<file path="src/rtl/keypad_scanner.sv">
// 4x4 matrix keypad scanner with press/release debounce and a one-cycle ready strobe.
// Optional auto-repeat while a key is held is enabled by defining KEY_REPEAT_EN.
module keypad_scanner #(
  parameter int unsigned SCAN_DWELL      = 16,
  parameter int unsigned DEBOUNCE_CYCLES = 50000,
  parameter int unsigned REPEAT_DELAY    = 500000,
  parameter int unsigned REPEAT_RATE     = 100000
) (
  input  logic       Clock,
  input  logic       clearN,
  input  logic [3:0] rowIn,
  output logic [3:0] colOut,
  output logic [3:0] tecla,
  output logic       ready,
  output logic       held
);

  localparam int unsigned DWELL_W = $clog2(SCAN_DWELL);
  localparam int unsigned DEB_W   = (DEBOUNCE_CYCLES > 1) ? $clog2(DEBOUNCE_CYCLES) : 1;

  // Elaboration-time parameter sanity checks
  if (SCAN_DWELL < 4) begin : g_dwell_chk
    $error("SCAN_DWELL must be >= 4");
  end
  if (REPEAT_DELAY < 2 || REPEAT_RATE < 2) begin : g_repeat_chk
    $error("REPEAT_DELAY and REPEAT_RATE must be >= 2");
  end

  typedef enum logic [2:0] {
    SCAN,
    DEBOUNCE,
    PRESS,
    HELD,
    RELEASE
  } state_t;

  state_t               state_q, state_d;
  logic [1:0]           col_q, col_d;
  logic [1:0]           row_q, row_d;
  logic [DWELL_W-1:0]   dwell_q, dwell_d;
  logic [DEB_W-1:0]     deb_q, deb_d;
  logic [3:0]           row_meta, row_sync;
  logic [3:0]           col_out_d, tecla_d;
  logic                 ready_d, held_d;

`ifdef KEY_REPEAT_EN
  localparam int unsigned REP_MAX = (REPEAT_DELAY > REPEAT_RATE) ? REPEAT_DELAY : REPEAT_RATE;
  localparam int unsigned REP_W   = $clog2(REP_MAX + 1);

  logic [REP_W-1:0] rep_q, rep_d;
  logic             rep_first_q, rep_first_d;
  logic [REP_W-1:0] rep_target_c;

  assign rep_target_c = rep_first_q ? REP_W'(REPEAT_DELAY) : REP_W'(REPEAT_RATE);
`endif

  function automatic logic [3:0] key_code(input logic [1:0] r, input logic [1:0] c);
    logic [3:0] code;
    case ({r, c})
      4'b00_00: code = 4'h1;
      4'b00_01: code = 4'h2;
      4'b00_10: code = 4'h3;
      4'b00_11: code = 4'hC;
      4'b01_00: code = 4'h4;
      4'b01_01: code = 4'h5;
      4'b01_10: code = 4'h6;
      4'b01_11: code = 4'hB;
      4'b10_00: code = 4'h7;
      4'b10_01: code = 4'h8;
      4'b10_10: code = 4'h9;
      4'b10_11: code = 4'hD;
      4'b11_00: code = 4'hE;
      4'b11_01: code = 4'h0;
      4'b11_10: code = 4'hF;
      4'b11_11: code = 4'hA;
      default:  code = 4'h0;
    endcase
    return code;
  endfunction

  // Registers: synchronizer, FSM state, counters and outputs
  always_ff @(posedge Clock or negedge clearN) begin
    if (!clearN) begin
      row_meta <= 4'hF;
      row_sync <= 4'hF;
      state_q  <= SCAN;
      col_q    <= 2'd0;
      row_q    <= 2'd0;
      dwell_q  <= '0;
      deb_q    <= '0;
      colOut   <= 4'b1110;
      tecla    <= 4'h0;
      ready    <= 1'b0;
      held     <= 1'b0;
`ifdef KEY_REPEAT_EN
      rep_q       <= '0;
      rep_first_q <= 1'b1;
`endif
    end else begin
      row_meta <= rowIn;
      row_sync <= row_meta;
      state_q  <= state_d;
      col_q    <= col_d;
      row_q    <= row_d;
      dwell_q  <= dwell_d;
      deb_q    <= deb_d;
      colOut   <= col_out_d;
      tecla    <= tecla_d;
      ready    <= ready_d;
      held     <= held_d;
`ifdef KEY_REPEAT_EN
      rep_q       <= rep_d;
      rep_first_q <= rep_first_d;
`endif
    end
  end

  // Next-state and registered-output logic
  always_comb begin
    state_d = state_q;
    col_d   = col_q;
    row_d   = row_q;
    dwell_d = dwell_q;
    deb_d   = deb_q;
    tecla_d = tecla;
    ready_d = 1'b0;
    held_d  = held;
`ifdef KEY_REPEAT_EN
    rep_d       = rep_q;
    rep_first_d = rep_first_q;
`endif

    case (state_q)
      SCAN: begin
        if (dwell_q == DWELL_W'(SCAN_DWELL - 1)) begin
          dwell_d = '0;
          if (row_sync != 4'hF) begin
            if (!row_sync[0])      row_d = 2'd0;
            else if (!row_sync[1]) row_d = 2'd1;
            else if (!row_sync[2]) row_d = 2'd2;
            else                   row_d = 2'd3;
            deb_d   = '0;
            state_d = DEBOUNCE;
          end else begin
            col_d = col_q + 2'd1;
          end
        end else begin
          dwell_d = dwell_q + DWELL_W'(1);
        end
      end

      DEBOUNCE: begin
        if (row_sync[row_q]) begin
          state_d = SCAN;
          col_d   = col_q + 2'd1;
          dwell_d = '0;
        end else if (deb_q == DEB_W'(DEBOUNCE_CYCLES - 1)) begin
          state_d = PRESS;
          tecla_d = key_code(row_q, col_q);
          ready_d = 1'b1;
          held_d  = 1'b1;
`ifdef KEY_REPEAT_EN
          rep_d       = '0;
          rep_first_d = 1'b1;
`endif
        end else begin
          deb_d = deb_q + DEB_W'(1);
        end
      end

      PRESS: begin
        state_d = HELD;
`ifdef KEY_REPEAT_EN
        rep_d = rep_q + REP_W'(1);
`endif
      end

      HELD: begin
        if (row_sync[row_q]) begin
          state_d = RELEASE;
          deb_d   = '0;
`ifdef KEY_REPEAT_EN
          rep_d = '0;
        end else if (rep_q + REP_W'(1) == rep_target_c) begin
          ready_d     = 1'b1;
          rep_d       = '0;
          rep_first_d = 1'b0;
        end else begin
          rep_d = rep_q + REP_W'(1);
`endif
        end
      end

      RELEASE: begin
        if (!row_sync[row_q]) begin
          state_d = HELD;
`ifdef KEY_REPEAT_EN
          rep_d       = '0;
          rep_first_d = 1'b1;
`endif
        end else if (deb_q == DEB_W'(DEBOUNCE_CYCLES - 1)) begin
          state_d = SCAN;
          held_d  = 1'b0;
          col_d   = col_q + 2'd1;
          dwell_d = '0;
        end else begin
          deb_d = deb_q + DEB_W'(1);
        end
      end

      default: state_d = SCAN;
    endcase

    col_out_d = ~(4'b0001 << col_d);
  end

endmodule

</file>
<file path="config.mk">
export PLATFORM = sky130hd
export DESIGN_NAME = keypad_scanner
export DESIGN_NICKNAME = d
export VERILOG_FILES = /design/src/rtl/keypad_scanner.sv
export SDC_FILE = /design/constraint.sdc
export NUM_CORES = 1
export LEC_CHECK = 0
export ABC_CLOCK_PERIOD_IN_PS = 3000
export BUFFER_PORTS_ARGS = -buffer_cell sky130_fd_sc_hd__buf_2
export CORE_ASPECT_RATIO = 1.1
export CORE_MARGIN = 2
export CORE_UTILIZATION = 40
export DETAILED_ROUTE_END_ITERATION = 6
export HOLD_SLACK_MARGIN = 0.05
export PLACE_DENSITY = 0.61
export SYNTH_ARGS = -nofsm -noshare
export SYNTH_HDL_FRONTEND = slang
export SYNTH_SLANG_ARGS = --single-unit
</file>
<file path="constraint.sdc">
create_clock -name Clock -period 3 [get_ports Clock]
set_clock_uncertainty 0.2 [all_clocks]
set_input_delay 0.45 -clock Clock [delete_from_list [all_inputs] [get_ports Clock]]
set_output_delay 0.45 -clock Clock [all_outputs]
set_load 0.03 [all_outputs]
</file>
==> flow_metrics.env, run 1 <==
export IMPL_status="complete, no violations"
export IMPL_max_slew_worst_pin_slew_ns=0.9871
export IMPL_grt_pass1_wl_um=7962
export IMPL_num_io_pins=16
export IMPL_rsz0062_at_grt="no"
export IMPL_required_ns=3.02
export IMPL_p_int_mw=1.311
export IMPL_clockBufferDepth=2
export IMPL_critPathTopFamily="multiplexers"
export IMPL_ant_nets=0
export IMPL_dieArea_um2=6451
export IMPL_synth_seq_area_share=0.4893
export IMPL_cp_buffers_inverters=0
export IMPL_numCtsBuffers=5
export IMPL_layout_nets=261
export IMPL_antenna_found_initial=0
export IMPL_drtIter0Drc=68
export IMPL_power_net_switching_mw=0.7025
export IMPL_fp_dieH_um=84.04
export IMPL_wire_per_inst_um=13.71
export IMPL_cts_resized=0
export IMPL_p_total_mw=2.014
export IMPL_final_cell_mix="34 x dfrtp_1, 22 x nand2_1, 16 x o21ai_0"
export IMPL_grt_max_degree=46
export IMPL_endpoint_kind="register"
export IMPL_start_kind="register"
export IMPL_slew_headroom=0.3419
export IMPL_synth_enable_flop_cells=0
export IMPL_drc=0
export IMPL_routed_wl_um=4471
export IMPL_synth_cell_types=44
export IMPL_grt_pass1_vias=1759
export IMPL_final_common_cell="dfrtp_1"
export IMPL_cts_setup_buffers=0
export IMPL_clk_pin_slew_ns=0.09
export IMPL_seq_power_share=0.425
export IMPL_clock_latency_ns=0.29
export IMPL_syn_avg_cell_area_um2=10.13
export IMPL_port_buffers=15
export IMPL_drt_pass1_iter_count=4
export IMPL_cp_max_fo=16
export IMPL_crit_path_cell_trace="mux4_2, mux2i_1, nand3_2, or4_1, a21oi_1"
export IMPL_period_minus_slack_ns=2.715
export IMPL_path_class="register to register"
export IMPL_syn_inst=230
export IMPL_timing_fmax_mhz=368.3
export IMPL_crit_slowest_cell="mux4_2"
export IMPL_coreArea_um2=5697
export IMPL_setup_viol=0
export IMPL_synth_nets=243
export IMPL_synthToLayoutAreaGrowth_pct=12.73
export IMPL_cts_root_buf="clkbuf_8"
export IMPL_ys_warnings_count=0
export IMPL_setup_tns_ns=0
export IMPL_ys_ff_latch=45
export IMPL_rows=29
export IMPL_p_leak_nw=1.187
export IMPL_die_w_um=76.77
export IMPL_dominantRegCellSynth="dfrtp_1"
export IMPL_drive_above_1_share=0.1767
export IMPL_syn_area_um2=2330
export IMPL_track_usage=0.1522
export IMPL_powerDensity_nw_per_um2=766.7
export IMPL_initial_utilization=0.4090
export IMPL_arrival_ns=2.74
export IMPL_peakVddDrop_mv=0.5694
export IMPL_gp_congestion=0.8232
export IMPL_diodes=0
export IMPL_cts_sinks=45
export IMPL_async_reset_ff_frac=1.000
export IMPL_worstHoldPathType="input pin to async pin"
export IMPL_min_period_over_period=0.9051
export IMPL_max_stage_delay_ns=0.63
export IMPL_hold_violations=0
export IMPL_power_clock_fraction=0.234
export IMPL_gr_total_overflow=0
export IMPL_via_per_inst=5.457
export IMPL_hpwlAfterDp_um=3058
export IMPL_nFillCells=548
export IMPL_switching_share=0.3488
export IMPL_finalMaxSlewViolations=0
export IMPL_comb_power_share=0.341
export IMPL_maxCapViolCount=0
export IMPL_tritoncts="built"
export IMPL_vias=1779
export IMPL_htree_levels=2
sequential cells by signal (all words and copies together) (netlist names):
register,count
row_meta,4
row_q,2
row_sync,4
col_q,2
tecla,4
ready,1
dwell_q,4
state_q,3
held,1
deb_q,16
colOut,4
final timing paths:
path / from / to / slack, ns / depth (start not counted)
max: row_q[1]$_DFFE_PN0P_ / deb_q[12]$_DFFE_PN0P_ / 0.28 / 5
min: clearN / deb_q[7]$_DFFE_PN0P_ / 0.11 / 1
max reg2reg: row_q[1]$_DFFE_PN0P_ / deb_q[12]$_DFFE_PN0P_ / 0.28 / 5
min reg2reg: row_meta[3]$_DFF_PN1_ / row_sync[3]$_DFF_PN1_ / 0.16 / 0
max in group asynchronous: clearN / dwell_q[2]$_DFFE_PN0P_ / 1.88 / 1
min in group Clock: row_meta[3]$_DFF_PN1_ / row_sync[3]$_DFF_PN1_ / 0.16 / 0
per-stage QoR:
| step | hold WS [ns] | util | worst slack [ns] | std cells | instance area [µm²] |
|---|---|---|---|---|---|
| 2_1_floorplan | -0.04559 | - | 0.6967 | 230 | 2330 |
| 3_3_place_gp | 0.1458 | 0.4336 | 0.3682 | 314 | 2470 |
| 3_5_place_dp | 0.1473 | 0.4336 | 0.3307 | 314 | 2470 |
| 4_1_cts | 0.1590 | 0.4610 | 0.2912 | 326 | 2626 |
| 5_1_grt | 0.1644 | 0.4610 | 0.07674 | 326 | 2626 |
| 6_report | 0.1137 | 0.4610 | 0.2847 | 326 | 2626 |
power by group through the flow:
stage               combinational [mW]  clock [mW]  sequential [mW]
finish                           0.687       0.472            0.855
global route                     0.784       0.516            0.875
global placement                 0.680           0            0.863
floorplan                        0.572           0            0.842
CTS                              0.698       0.488            0.854
detailed placement               0.693           0            0.862
cell type report:
class	instances	area (µm²)	share of cell area
inverters	10	37.54	0.01429
well taps	77	96.34	0.03668
flip-flops and latches	45	1140	0.4340
clock inverters	1	30.03	0.01143
repair buffers	21	130.1	0.04955
multi-input cells	165	1106	0.4212
clock buffers	7	86.33	0.03287
worst reg2reg max path, delay by kind of cell (launching register included):
family / cells / cell delay [ns]
flip-flops: 1 / 0.53
AO/OA/AOI/OAI: 1 / 0.16
multiplexers: 2 / 0.87
AND/OR/NAND/NOR: 2 / 0.87
layer usage:
metal	vias to the layer above	part of all wire	wire [µm]	track usage
li1	876	-	-	-
met1	878	0.47	2086	0.1899
met2	20	0.50	2235	0.2536
met3	5	0.021	95	0.04004
met4	0	0.012	53	0.05455
met5	-	0	0	0
timing repair:
item / in CTS / in global routing
endpoints found under the setup margin: 0 / 0
hold buffers: 4 / 0
endpoints found under the hold margin: 4 / 0
kinds of logic after synthesis:
logic type | count (synthesis) | share of synthesized area
AO/OA/AOI/OAI | 59 | 0.1611
XOR/XNOR | 1 | 0.003760
adder cells (fa/ha/maj) | 7 | 0.03759
buffers and inverters | 20 | 0.03598
flip-flops | 45 | 0.4893
multiplexers | 14 | 0.07250
AND/OR/NAND/NOR | 84 | 0.1998
cells in the mapped netlist, drive strengths merged, types with 5 or more instances:
master,count,share of area
a21o,8,0.026
a21oi,15,0.032
clkbuf,7,0.011
dfrtp,34,0.37
dfstp,11,0.12
ha,7,0.038
inv,10,0.016
mux2i,9,0.039
nand2,22,0.035
nand3,10,0.024
nand4,6,0.016
nor2,13,0.021
nor3b,5,0.016
o21ai,16,0.034
Power figures use the tool's default switching activity.
==> inputs of run 2 (changes only) <==
CORE_UTILIZATION = 53   (was 40)
PLACE_DENSITY = 0.75   (was 0.61)
==> run 2 against run 1 <==
Against the previous run: global-route usage is 4.6 points higher; critical path type unchanged; sequential power barely moved; clock power increased by 2%; largest cell class unchanged; sequential cell count unchanged; worst setup slack worse by 0.041 ns; final cell count decreased by 7.1%.
==> flow_metrics.env, run 2 (synthesis results as in run 1) <==
export IMPL_dp_cells=291
export IMPL_port_buffers=15
export IMPL_initial_utilization=0.5476
export IMPL_rows=25
export IMPL_rsz0062_at_grt="no"
export IMPL_gp_congestion=0.7995
export IMPL_arrival_ns=2.79
export IMPL_powerDensity_nw_per_um2=775.3
export IMPL_p_int_mw=1.307
export IMPL_clock_latency_ns=0.30
export IMPL_path_class="register to register"
export IMPL_start_kind="register"
export IMPL_cts_resized=0
export IMPL_grt_max_degree=46
export IMPL_layout_nets=261
export IMPL_worstHoldPathType="input pin to async pin"
export IMPL_ant_nets=0
export IMPL_p_leak_nw=1.193
export IMPL_num_io_pins=16
export IMPL_diodes=0
export IMPL_track_usage=0.1985
export IMPL_worst_r2r_cell_count=5
export IMPL_nFillCells=379
export IMPL_numCtsBuffers=5
export IMPL_switching_share=0.3537
export IMPL_wire_per_inst_um=13.89
export IMPL_die_w_um=67.22
export IMPL_slew_headroom=0.3643
export IMPL_drt_pass1_iter_count=4
export IMPL_clk_pin_slew_ns=0.09
export IMPL_min_period_over_period=0.9187
export IMPL_grt_pass1_vias=1685
export IMPL_comb_power_share=0.339
export IMPL_coreArea_um2=4254
export IMPL_timing_rr_start="row_q[1]$_DFFE_PN0P_"
export IMPL_required_ns=3.04
export IMPL_cp_max_fo=19
export IMPL_largest_register_ffs=16
export IMPL_endpoint_kind="register"
export IMPL_seq_power_share=0.422
export IMPL_grt_pass1_wl_um=7521
export IMPL_tritoncts="built"
export IMPL_timing_fmax_mhz=362.8
export IMPL_worstReg2RegEnd="deb_q[13]$_DFFE_PN0P_"
export IMPL_status="complete, no violations"
export IMPL_via_per_inst=5.865
export IMPL_hold_violations=0
export IMPL_final_common_cell="dfrtp_1"
export IMPL_drive_above_1_share=0.1807
export IMPL_clockBufferDepth=2
export IMPL_period_minus_slack_ns=2.756
export IMPL_fin_cells=303
export IMPL_cts_sinks=45
export IMPL_maxCapViolCount=0
export IMPL_max_slew_worst_pin_slew_ns=0.9536
export IMPL_final_cell_mix="34 x dfrtp_1, 22 x nand2_1, 16 x o21ai_0"
export IMPL_finalMaxSlewViolations=0
export IMPL_htree_levels=2
export IMPL_cts_root_buf="clkbuf_8"
export IMPL_drc=0
export IMPL_synthToLayoutAreaGrowth_pct=11.98
export IMPL_fp_dieH_um=73.54
export IMPL_power_net_switching_mw=0.7155
export IMPL_setup_viol=0
export IMPL_ff2ff_setup_slack_ns=0.24
export IMPL_peakVddDrop_mv=0.5469
export IMPL_regMostFlops="deb_q"
export IMPL_routed_wl_um=4210
export IMPL_power_clock_fraction=0.239
export IMPL_antenna_found_initial=0
export IMPL_setup_tns_ns=0
export IMPL_gr_total_overflow=0
export IMPL_dieArea_um2=4943
export IMPL_hpwlAfterDp_um=2888
export IMPL_drtIter0Drc=128
export IMPL_vias=1777
-- run 2: cell types whose count changed in the layout (fill, tap and decap cells not counted) --
cell / change
bufinv_16: -1
clkbuf_16: +2
clkbuf_1: -1
inv_6: +1
clkbuf_8: -1
-- run 2: worst max path at each step --
stage,slack [ns],depth (start not counted),end,start
3_3_place_gp,0.35,5,deb_q[15]$_DFFE_PN0P_,row_q[1]$_DFFE_PN0P_
6_report,0.24,5,deb_q[13]$_DFFE_PN0P_,row_q[1]$_DFFE_PN0P_
3_5_place_dp,0.28,5,deb_q[13]$_DFFE_PN0P_,row_q[1]$_DFFE_PN0P_
4_1_cts,0.25,5,deb_q[13]$_DFFE_PN0P_,row_q[1]$_DFFE_PN0P_
2_1_floorplan,0.70,7,deb_q[13]$_DFFE_PN0P_,row_q[1]$_DFFE_PN0P_
5_1_grt,0.05,5,deb_q[12]$_DFFE_PN0P_,row_q[1]$_DFFE_PN0P_
-- run 2: critical path: stages (launching register included) --
cell and delay [ns]:
dfrtp_1 0.54, mux4_2 0.64, mux2i_1 0.24, nand3_2 0.31, or4b_1 0.60, a21oi_1 0.16
-- run 2: layout make-up --
type                       count  area [µm²]  share of cell area
tap                           54       67.56             0.02590
clock inverter                 1       8.758            0.003357
sequential                    45        1140              0.4369
multi-input combinational    165        1106              0.4240
timing repair buffer          21       130.1             0.04988
inverter                      10       37.54             0.01439
clock buffer                   7       118.9             0.04556
-- run 2: per-layer routing --
layer | global-route usage | vias to the layer above | share of wire | wire (µm)
met4 | 0.06122 | 0 | 0.014 | 58
met1 | 0.2792 | 863 | 0.48 | 2010
met5 | 0 | - | 0 | 0
li1 | - | 876 | - | -
met3 | 0.03828 | 6 | 0.038 | 161
met2 | 0.3113 | 32 | 0.47 | 1980
-- run 2: power groups by stage --
stage | Clock, mW | Combinational, mW | Sequential (mW)
after floorplan | 0 | 0.572 | 0.842
after global placement | 0 | 0.669 | 0.859
after detailed placement | 0 | 0.686 | 0.865
after CTS | 0.496 | 0.694 | 0.853
after global routing | 0.517 | 0.777 | 0.877
final | 0.483 | 0.686 | 0.854
-- run 2: repair_timing --
| action | in CTS | in global routing |
|---|---|---|
| hold buffers | 4 | 0 |
| buffers inserted | 0 | 0 |
| hold endpoints to repair | 4 | 0 |
-- run 2: through the flow --
step / total power [mW] / setup WS, ns / hold slack, ns / utilization / area (µm²)
after floorplan: 1.413 / 0.6967 / -0.04559 / - / 2330
after global placement: 1.528 / 0.3513 / 0.1462 / 0.5738 / 2441
after detailed placement: 1.551 / 0.2816 / 0.1478 / 0.5738 / 2441
after CTS: 2.044 / 0.2509 / 0.1368 / 0.6132 / 2609
after global routing: 2.170 / 0.05000 / 0.1661 / 0.6132 / 2609
final: 2.023 / 0.2438 / 0.09604 / 0.6132 / 2609
